**src/rtl/dmem_port_arbiter_if.sv**
```systemverilog
// rtl/dmem_port_arbiter_if.sv - cpu/dbg request ports and dmem bus between the arbiter and its environment
interface dmem_port_arbiter_if #(
    parameter int ADDR_W = 12,
    parameter int DATA_W = 32
);
    logic              cpu_req;
    logic              cpu_wren;
    logic              cpu_lock;
    logic [ADDR_W-1:0] cpu_addr;
    logic [DATA_W-1:0] cpu_wdata;
    logic              cpu_gnt;
    logic              cpu_rvalid;
    logic [DATA_W-1:0] cpu_rdata;

    logic              dbg_req;
    logic              dbg_wren;
    logic              dbg_lock;
    logic [ADDR_W-1:0] dbg_addr;
    logic [DATA_W-1:0] dbg_wdata;
    logic              dbg_gnt;
    logic              dbg_rvalid;
    logic [DATA_W-1:0] dbg_rdata;

    logic [ADDR_W-1:0] address_dmem;
    logic [DATA_W-1:0] data;
    logic              wren;
    logic [DATA_W-1:0] q_dmem;

    // Arbiter side
    modport slave (
        input  cpu_req, cpu_wren, cpu_lock, cpu_addr, cpu_wdata,
        output cpu_gnt, cpu_rvalid, cpu_rdata,
        input  dbg_req, dbg_wren, dbg_lock, dbg_addr, dbg_wdata,
        output dbg_gnt, dbg_rvalid, dbg_rdata,
        output address_dmem, data, wren,
        input  q_dmem
    );

    // Requesters plus the memory itself
    modport master (
        output cpu_req, cpu_wren, cpu_lock, cpu_addr, cpu_wdata,
        input  cpu_gnt, cpu_rvalid, cpu_rdata,
        output dbg_req, dbg_wren, dbg_lock, dbg_addr, dbg_wdata,
        input  dbg_gnt, dbg_rvalid, dbg_rdata,
        input  address_dmem, data, wren,
        output q_dmem
    );
endinterface

```
**src/rtl/dmem_port_arbiter.sv**
```systemverilog
// rtl/dmem_port_arbiter.sv - two-master dmem arbiter with bounded locks; DMEM_ARB_RR_EN selects round-robin over cpu-first priority
module dmem_port_arbiter #(
    parameter int ADDR_W   = 12,
    parameter int DATA_W   = 32,
    parameter int LOCK_MAX = 8
) (
    input  logic                  clock,
    input  logic                  reset,
    dmem_port_arbiter_if.slave    bus
);
    localparam int              CNT_W    = $clog2(LOCK_MAX + 1);
    // A lock entered from IDLE already used one cycle, so the last owned cycle sees LOCK_MAX-1
    localparam logic [CNT_W-1:0] CNT_LAST = CNT_W'(LOCK_MAX - 1);
    localparam bit              CAN_LOCK = (LOCK_MAX > 1);

    typedef enum logic [1:0] {IDLE, OWN_CPU, OWN_DBG} state_t;
    typedef enum logic {OWNER_CPU, OWNER_DBG} owner_t;

    state_t            state, state_nxt;
    owner_t            last_owner, last_owner_nxt;
    logic [CNT_W-1:0]  lock_cnt, lock_cnt_nxt;
    logic              cpu_pick;
    logic              cpu_gnt, dbg_gnt;
    logic              cpu_rvalid, dbg_rvalid;
    logic [ADDR_W-1:0] addr_mux;
    logic [DATA_W-1:0] data_mux;
    logic              wren_mux;

    always_ff @(posedge clock or negedge reset) begin
        if (!reset) begin
            state      <= IDLE;
            last_owner <= OWNER_DBG;
            lock_cnt   <= '0;
            cpu_rvalid <= 1'b0;
            dbg_rvalid <= 1'b0;
        end else begin
            state      <= state_nxt;
            last_owner <= last_owner_nxt;
            lock_cnt   <= lock_cnt_nxt;
            cpu_rvalid <= cpu_gnt & ~bus.cpu_wren;
            dbg_rvalid <= dbg_gnt & ~bus.dbg_wren;
        end
    end

`ifdef DMEM_ARB_RR_EN
    assign cpu_pick = bus.cpu_req && (!bus.dbg_req || last_owner == OWNER_DBG);
`else
    assign cpu_pick = bus.cpu_req;
`endif

    always_comb begin
        state_nxt      = state;
        last_owner_nxt = last_owner;
        lock_cnt_nxt   = lock_cnt;
        cpu_gnt        = 1'b0;
        dbg_gnt        = 1'b0;
        case (state)
            IDLE: begin
                cpu_gnt = cpu_pick;
                dbg_gnt = bus.dbg_req && !cpu_pick;
                if (cpu_gnt) begin
                    last_owner_nxt = OWNER_CPU;
                    if (bus.cpu_lock && CAN_LOCK) begin
                        state_nxt    = OWN_CPU;
                        lock_cnt_nxt = CNT_W'(1);
                    end
                end else if (dbg_gnt) begin
                    last_owner_nxt = OWNER_DBG;
                    if (bus.dbg_lock && CAN_LOCK) begin
                        state_nxt    = OWN_DBG;
                        lock_cnt_nxt = CNT_W'(1);
                    end
                end
            end
            OWN_CPU: begin
                cpu_gnt      = bus.cpu_req;
                lock_cnt_nxt = lock_cnt + CNT_W'(1);
                if ((bus.cpu_req && !bus.cpu_lock) || lock_cnt == CNT_LAST) begin
                    state_nxt    = IDLE;
                    lock_cnt_nxt = '0;
                end
            end
            OWN_DBG: begin
                dbg_gnt      = bus.dbg_req;
                lock_cnt_nxt = lock_cnt + CNT_W'(1);
                if ((bus.dbg_req && !bus.dbg_lock) || lock_cnt == CNT_LAST) begin
                    state_nxt    = IDLE;
                    lock_cnt_nxt = '0;
                end
            end
            default: begin
                state_nxt    = IDLE;
                lock_cnt_nxt = '0;
            end
        endcase
        // Grants are combinational from req, so they must be suppressed explicitly while in reset
        if (!reset) begin
            cpu_gnt = 1'b0;
            dbg_gnt = 1'b0;
        end
    end

    always_comb begin
        addr_mux = '0;
        data_mux = '0;
        wren_mux = 1'b0;
        if (cpu_gnt) begin
            addr_mux = bus.cpu_addr;
            data_mux = bus.cpu_wdata;
            wren_mux = bus.cpu_wren;
        end else if (dbg_gnt) begin
            addr_mux = bus.dbg_addr;
            data_mux = bus.dbg_wdata;
            wren_mux = bus.dbg_wren;
        end
    end

    assign bus.address_dmem = addr_mux;
    assign bus.data         = data_mux;
    assign bus.wren         = wren_mux;
    assign bus.cpu_gnt      = cpu_gnt;
    assign bus.dbg_gnt      = dbg_gnt;
    assign bus.cpu_rvalid   = cpu_rvalid;
    assign bus.dbg_rvalid   = dbg_rvalid;
    assign bus.cpu_rdata    = bus.q_dmem;
    assign bus.dbg_rdata    = bus.q_dmem;
endmodule
```
**src/flat_wrapper.sv**
```systemverilog
// flat-port wrapper written by rule: the top's interface ports become plain ports
module dmem_port_arbiter_flat 
#(
    parameter int ADDR_W   = 12,
    parameter int DATA_W   = 32,
    parameter int LOCK_MAX = 8
)
  (clock, reset, bus_cpu_req, bus_cpu_wren, bus_cpu_lock, bus_cpu_addr, bus_cpu_wdata, bus_cpu_gnt, bus_cpu_rvalid, bus_cpu_rdata, bus_dbg_req, bus_dbg_wren, bus_dbg_lock, bus_dbg_addr, bus_dbg_wdata, bus_dbg_gnt, bus_dbg_rvalid, bus_dbg_rdata, bus_address_dmem, bus_data, bus_wren, bus_q_dmem);
  dmem_port_arbiter_if #(.ADDR_W(ADDR_W), .DATA_W(DATA_W)) bus_i ();
  input  logic clock;
  input  logic reset;
  input wire logic [$bits(bus_i.cpu_req)-1:0] bus_cpu_req;
  input wire logic [$bits(bus_i.cpu_wren)-1:0] bus_cpu_wren;
  input wire logic [$bits(bus_i.cpu_lock)-1:0] bus_cpu_lock;
  input wire logic [$bits(bus_i.cpu_addr)-1:0] bus_cpu_addr;
  input wire logic [$bits(bus_i.cpu_wdata)-1:0] bus_cpu_wdata;
  output wire logic [$bits(bus_i.cpu_gnt)-1:0] bus_cpu_gnt;
  output wire logic [$bits(bus_i.cpu_rvalid)-1:0] bus_cpu_rvalid;
  output wire logic [$bits(bus_i.cpu_rdata)-1:0] bus_cpu_rdata;
  input wire logic [$bits(bus_i.dbg_req)-1:0] bus_dbg_req;
  input wire logic [$bits(bus_i.dbg_wren)-1:0] bus_dbg_wren;
  input wire logic [$bits(bus_i.dbg_lock)-1:0] bus_dbg_lock;
  input wire logic [$bits(bus_i.dbg_addr)-1:0] bus_dbg_addr;
  input wire logic [$bits(bus_i.dbg_wdata)-1:0] bus_dbg_wdata;
  output wire logic [$bits(bus_i.dbg_gnt)-1:0] bus_dbg_gnt;
  output wire logic [$bits(bus_i.dbg_rvalid)-1:0] bus_dbg_rvalid;
  output wire logic [$bits(bus_i.dbg_rdata)-1:0] bus_dbg_rdata;
  output wire logic [$bits(bus_i.address_dmem)-1:0] bus_address_dmem;
  output wire logic [$bits(bus_i.data)-1:0] bus_data;
  output wire logic [$bits(bus_i.wren)-1:0] bus_wren;
  input wire logic [$bits(bus_i.q_dmem)-1:0] bus_q_dmem;
  assign bus_i.cpu_req = bus_cpu_req;
  assign bus_i.cpu_wren = bus_cpu_wren;
  assign bus_i.cpu_lock = bus_cpu_lock;
  assign bus_i.cpu_addr = bus_cpu_addr;
  assign bus_i.cpu_wdata = bus_cpu_wdata;
  assign bus_cpu_gnt = bus_i.cpu_gnt;
  assign bus_cpu_rvalid = bus_i.cpu_rvalid;
  assign bus_cpu_rdata = bus_i.cpu_rdata;
  assign bus_i.dbg_req = bus_dbg_req;
  assign bus_i.dbg_wren = bus_dbg_wren;
  assign bus_i.dbg_lock = bus_dbg_lock;
  assign bus_i.dbg_addr = bus_dbg_addr;
  assign bus_i.dbg_wdata = bus_dbg_wdata;
  assign bus_dbg_gnt = bus_i.dbg_gnt;
  assign bus_dbg_rvalid = bus_i.dbg_rvalid;
  assign bus_dbg_rdata = bus_i.dbg_rdata;
  assign bus_address_dmem = bus_i.address_dmem;
  assign bus_data = bus_i.data;
  assign bus_wren = bus_i.wren;
  assign bus_i.q_dmem = bus_q_dmem;
  dmem_port_arbiter #(.ADDR_W(ADDR_W), .DATA_W(DATA_W), .LOCK_MAX(LOCK_MAX)) u_core (.clock(clock), .reset(reset), .bus(bus_i));
endmodule
```
**config.mk**
```make
export PLATFORM = sky130hd
export DESIGN_NAME = dmem_port_arbiter_flat
export DESIGN_NICKNAME = d
export VERILOG_FILES = /design/src/rtl/dmem_port_arbiter_if.sv /design/src/rtl/dmem_port_arbiter.sv /design/src/flat_wrapper.sv
export SDC_FILE = /design/constraint.sdc
export NUM_CORES = 1
export LEC_CHECK = 0
export ABC_AREA = 1
export BUFFER_PORTS_ARGS = -buffer_cell sky130_fd_sc_hd__buf_2
export CAP_MARGIN = 10
export CORE_AREA = 5 5 90 92
export DETAILED_ROUTE_END_ITERATION = 8
export DIE_AREA = 0 0 95 97
export GPL_ROUTABILITY_DRIVEN = 0
export PLACE_DENSITY = 0.68
export SETUP_SLACK_MARGIN = 0.4
export SKIP_CTS_REPAIR_TIMING = 1
export SYNTH_ARGS = -nofsm -noshare
export SYNTH_HDL_FRONTEND = slang
export SYNTH_SLANG_ARGS = --single-unit
```
**constraint.sdc**
```tcl
create_clock -name clock -period 1.7 [get_ports clock]
set_clock_uncertainty 0.1 [all_clocks]
set_input_delay 0.425 -clock clock [delete_from_list [all_inputs] [get_ports clock]]
set_output_delay 0.425 -clock clock [all_outputs]
set_load 0.05 [all_outputs]
```
## Yosys cells after proc, flatten, opt, wreduce, memory -nomap -nowiden

Cells that the tools add are included.

| cells by class | value |
|---|---|
| add/sub/neg operators | 1 |
| bitwise logic cells | 4 |
| multiplexer cells | 24 |
| eq/ne operators | 8 |
| reductions and logical operators | 12 |

Operators with widths:

| operator | number |
|---|---|
| $mux 32 | 2 |
| $mux 12 | 2 |
| $mux 4 | 6 |
| $mux 2 | 6 |
| $pmux 4 s3 | 1 |
| $ne 3x3->1 const B | 2 |
| $pmux 2 s3 | 1 |
| $mux 1 | 5 |
| $reduce_and 5->1 | 1 |
| $add 4x1->4 const B | 1 |
| $eq 4x3->1 const B | 1 |
| $ne 2x1->1 const B | 2 |
| $logic_and 1x1->1 | 3 |
| $logic_not 1->1 | 3 |
| $ne 3x2->1 const B | 1 |
| $reduce_and 3->1 | 1 |
| $and 1x1->1 | 2 |
| $eq 2x1->1 const B | 1 |
| $eq 2x2->1 const B | 1 |
| $logic_not 2->1 | 1 |
| $logic_or 1x1->1 | 2 |
| $not 1->1 | 2 |
| $pmux 1 s2 | 1 |
| $reduce_or 2->1 | 1 |

| word-level totals | value |
|---|---|
| word-level logic and storage cells | 53 |
| output and inout port bits | 113 |
| register bits after elaboration | 8 |

## Longest topological paths before layout

| logic depth | value |
|---|---|
| word-level depth | 6 |
| depth in mapped cells | 8 |
| mapped depth without buffers | 7 |

## Worst setup path before layout

OpenSTA, ideal clock, no wires.

| path | value |
|---|---|
| path kind | flip-flop to output port |
| start | register u_core.state[1] |
| end | output bus_address_dmem[0] |
| data arrival time | 1.400 ns |
| setup slack | -0.225 ns |
| cell stages (with the launch flop) | 9 |
| path through | dfrtp_1 -> inv_2 -> nand2_4 -> inv_1 -> nand2_2 -> inv_2 -> buf_6 -> nand2_1 -> nand2_1 |

| between the ends | value |
|---|---|
| word-level cells in the longest chain between the ends | 5 |

Ends and longest elaborated chain:

| item | RTL line | RTL |
|---|---|---|
| from (decl) | dmem_port_arbiter.sv:19 | `state_t state, state_nxt;` |
| from (signal assigned) | dmem_port_arbiter.sv:37 | `state <= state_nxt;` |
| $eq 2x1->1 / $logic_not 2->1 (equally long branches) | dmem_port_arbiter.sv:57 | `case (state)` |
| $reduce_or 2->1 (no source line) (*) | -- |  |
| $mux 1 (*) | dmem_port_arbiter.sv:57 |  |
| $mux 1 (*) | dmem_port_arbiter.sv:97 | `if (!reset) begin` |
| net bus_cpu_gnt | flat_wrapper.sv:17 | `output wire logic [$bits(bus_i.cpu_gnt)-1:0] bus_cpu_gnt;` |
| $mux 12 (*) | dmem_port_arbiter.sv:107 | `if (cpu_gnt) begin` |
| to (decl) | flat_wrapper.sv:28 | `output wire logic [$bits(bus_i.address_dmem)-1:0] bus_address_dmem;` |

The timed path passes the listed nets; every way through them passes the cells marked *.

## Worst setup path in the final report

| path | value |
|---|---|
| start | register u_core.state[1] |
| end | output bus_data[8] |

| between the ends | value |
|---|---|
| word-level cells in the longest chain between the ends | 5 |

Ends and longest elaborated chain:

| item | RTL line | RTL |
|---|---|---|
| $eq 2x2->1 (tied with other cells) | dmem_port_arbiter.sv:57 |  |
| $pmux 1 s2 / $reduce_or 2->1 (equally long branches) | -- |  |
| $mux 1 (on tied branches) | dmem_port_arbiter.sv:97, dmem_port_arbiter.sv:57 |  |
| $mux 32 / $mux 1 (equally long branches) | dmem_port_arbiter.sv:111, dmem_port_arbiter.sv:97 |  |
| $mux 32 (*) | dmem_port_arbiter.sv:107 |  |
| to (decl) | flat_wrapper.sv:29 | `output wire logic [$bits(bus_i.data)-1:0] bus_data;` |

Every way passes the cells marked *; elsewhere a longest branch is shown, timed or not.

==> metrics.csv <==
stage;metric;value;unit
placement;pre_cts_ws;-294;ps
clock_network;clkSlewWorstSetupHoldPaths;40;ps
drt;drc_errors;0;
setup_path;worst_ep_required_time;1170;ps
setup_path;critical_path.top_delay_family;buffers and inverters;
timing;grt_setup_unrepaired;yes;
drt;route.vias.total;2051;
drt;detail_route.iter0.violations;30;
setup_path;crit_path_top_delay_cell;dfrtp_1;
setup_path;crit_path_cells;inv_2 -> nand2_4 -> nand4_4 -> clkinv_8 -> clkbuf_16 -> nand2_2 -> nand2_4 -> buf_6;
die;io_pins;241;
global_route;via_count_of_the_first_global_routing_pass;1892;
yosys;avgSynthCellArea;5.70;um^2
yosys;synth.lib_cells_used.distinct;16;
setup_path;worstSetupPathDepth;8;
yosys;synth.yosys.seq_area_share;12.8;%
cells_and_area;antenna_cells;0;
die;die_width;95;um
timing;fin_ws;-308;ps
timing;report.final.hold_viol_count;0;
global_route;grt-ovfl-total;0;
setup_path;crit_path_start_kind;register;
cells_and_area;final_nets;513;
clock_network;cts-root-to-sink-buffers;2;
status;violations_in_the_final_reports;setup timing;
drt;remaining_antenna_violation_count;0;
clock_network;cts_inserted_buffers;3;
cells_and_area;fillerInstances;695;
run;max_cap_violations;0;
global_route;grt_start_max_net_pins;26;
clock_network;cts_tree;done;
die;floorplan.die.height;97;um
drt;routed_vias_inst;4.26;
placement;buffers_on_ports;144;
global_route;grt_pass1_wl;8.16;mm
cells_and_area;layout_area_growth_over_synthesis;128;%
clock_network;clock_tree.root_cell;clkbuf_8;
drt;wl_final;7.30;mm
yosys;synth_fp_nets;404;
die;core;0.00714;mm^2
die;initial_utilization;22.0;%
setup_path;critical_path.n_buffers_inverters;4;
yosys;syn_inst;275;
yosys;synth.yosys.warnings;0;
timing;timing.final.crit_period;2010;ps
die;fp-row-count;31;
timing;fmax;498;MHz
timing;setup_failing_eps_final;47;
setup_path;path_class;register to output pin;
cells_and_area;drive_above_1_share;84.3;%
cells_and_area;most_common_cell_after_layout_fill_and_taps_aside;buf_2;
yosys;synthesized_cell_area;0.00157;mm^2
clock_network;number_of_sinks_on_the_clock_net;8;
global_route;globalRouteTotalUtil;10.5;%
pwr;ir_drop;0.000556;V
setup_path;r2r_cells;6;
timing;timing_max_transition_violations_final;0;
timing;timing.final.crit_share;118;%
setup_path;critPathMaxFanout;8;
status;run_status;complete, but fails checks;
pwr;leakagePower;1.95;nW
timing;maxSlewHeadroom;84.2;%
setup_path;crit_arrival;1480;ps
clock_network;clk_latency;230;ps
timing;timing.setup.tns;-12770;ps
die;die-area;0.00922;mm^2
drt;drtPass1Iterations;4;
global_route;initial_antenna_violation_count;0;
setup_path;worst_path_most_repeated_cell;nand2_4;
cells_and_area;post-route-util;50.2;%
setup_path;worst_path_largest_cell_delay;380;ps
hold_path;hold_path_class;input pin to async pin;
drt;average_routed_wire_per_standard_cell;15.2;um
clock_network;cts.htree.levels;1;
pwr;power_density_over_the_cells;866;mW/mm^2
timing;tightest_slew;234;ps
cells_and_area;mostFrequentLayoutCells;96 x buf_2, 71 x nand2_4, 45 x nand2_2, 33 x nand2_1, 32 x buf_6;
timing;fin_worst_hold_slack;79.3;ps
setup_path;endpoint_kind;output pin;
yosys;ys_ff_latch;8;
placement;detailed_place_hpwl;4.56;mm
[final timing paths]
kind	startpoint	endpoint	slack, ps
min in group clock	bus_cpu_wren	u_core.bus.cpu_rvalid$_DFF_PN0_	280
max reg2reg	u_core.lock_cnt[0]$_DFFE_PN0P_	u_core.lock_cnt[2]$_DFFE_PN0P_	370
max in group asynchronous	reset	u_core.lock_cnt[2]$_DFFE_PN0P_	1300
min	reset	u_core.state[1]$_DFFE_PN0P_	80
min reg2reg	u_core.lock_cnt[0]$_DFFE_PN0P_	u_core.lock_cnt[0]$_DFFE_PN0P_	440
max	u_core.state[1]$_DFFE_PN0P_	bus_data[8]	-310
[cell type report]
cell class	instances	area, um^2	area share, %
multi-input combinational	182	1570	43.8
inverter	13	73.8	2.06
sequential	8	200	5.59
timing repair buffer	175	1560	43.6
timing repair inverter	1	11.3	0.314
clock buffer	3	41.3	1.15
tap	99	124	3.46
[registers in the layout (all words and copies together) (netlist names)]
register and flops:
u_core.lock_cnt 4, u_core.bus.dbg_rvalid 1, u_core.bus.cpu_rvalid 1, u_core.state 2
[synth_stat cells]
| library cell | number | area [um^2] |
|---|---|---|
| xor2_1 | 2 | 17.5 |
| nand2_2 | 1 | 6.26 |
| nand3_1 | 8 | 40.0 |
| a21oi_1 | 1 | 5.00 |
| inv_4 | 1 | 6.26 |
| nor2_1 | 9 | 33.8 |
| ha_1 | 1 | 12.5 |
| nand4_4 | 1 | 21.3 |
| buf_6 | 8 | 90.1 |
| nand2_4 | 1 | 11.3 |
| inv_2 | 2 | 7.51 |
| inv_1 | 10 | 37.5 |
| buf_4 | 64 | 480 |
| o21ai_0 | 4 | 20.0 |
| dfrtp_1 | 8 | 200 |
| nand2_1 | 154 | 578 |
[through the flow]
step	cell area, um^2	total power [mW]	cells
finish	3580	3.10	481
detailed placement	2530	2.03	462
floorplan	2110	1.98	275
global placement	2530	2.00	462
CTS	2570	2.27	465
global route	3580	3.28	481
[kinds of logic after synthesis]
family	share of synthesized area [%]
AOI/OAI and AO/OA	1.60
xor gates and xnor gates	1.12
adders and majority gates	0.798
buffers and inverters	39.7
DFF	12.8
and+or+nand+nor	44.1
[report_power, final]
| part | internal (mW) | switching, mW | total [mW] |
|---|---|---|---|
| logic | 1.08 | 1.47 | 2.55 |
| clock network | 0.154 | 0.0831 | 0.237 |
| registers | 0.249 | 0.0673 | 0.317 |
[metal layers]
metal / wire [um] / GRT usage (%) / up-vias
li1: - / - / 974
met1: 2540 / 11.0 / 941
met2: 3940 / 19.5 / 121
met3: 716 / 3.49 / 15
met4: 94 / 3.00 / 0
met5: 0 / 0 / -
Power figures use the tool's default switching activity.
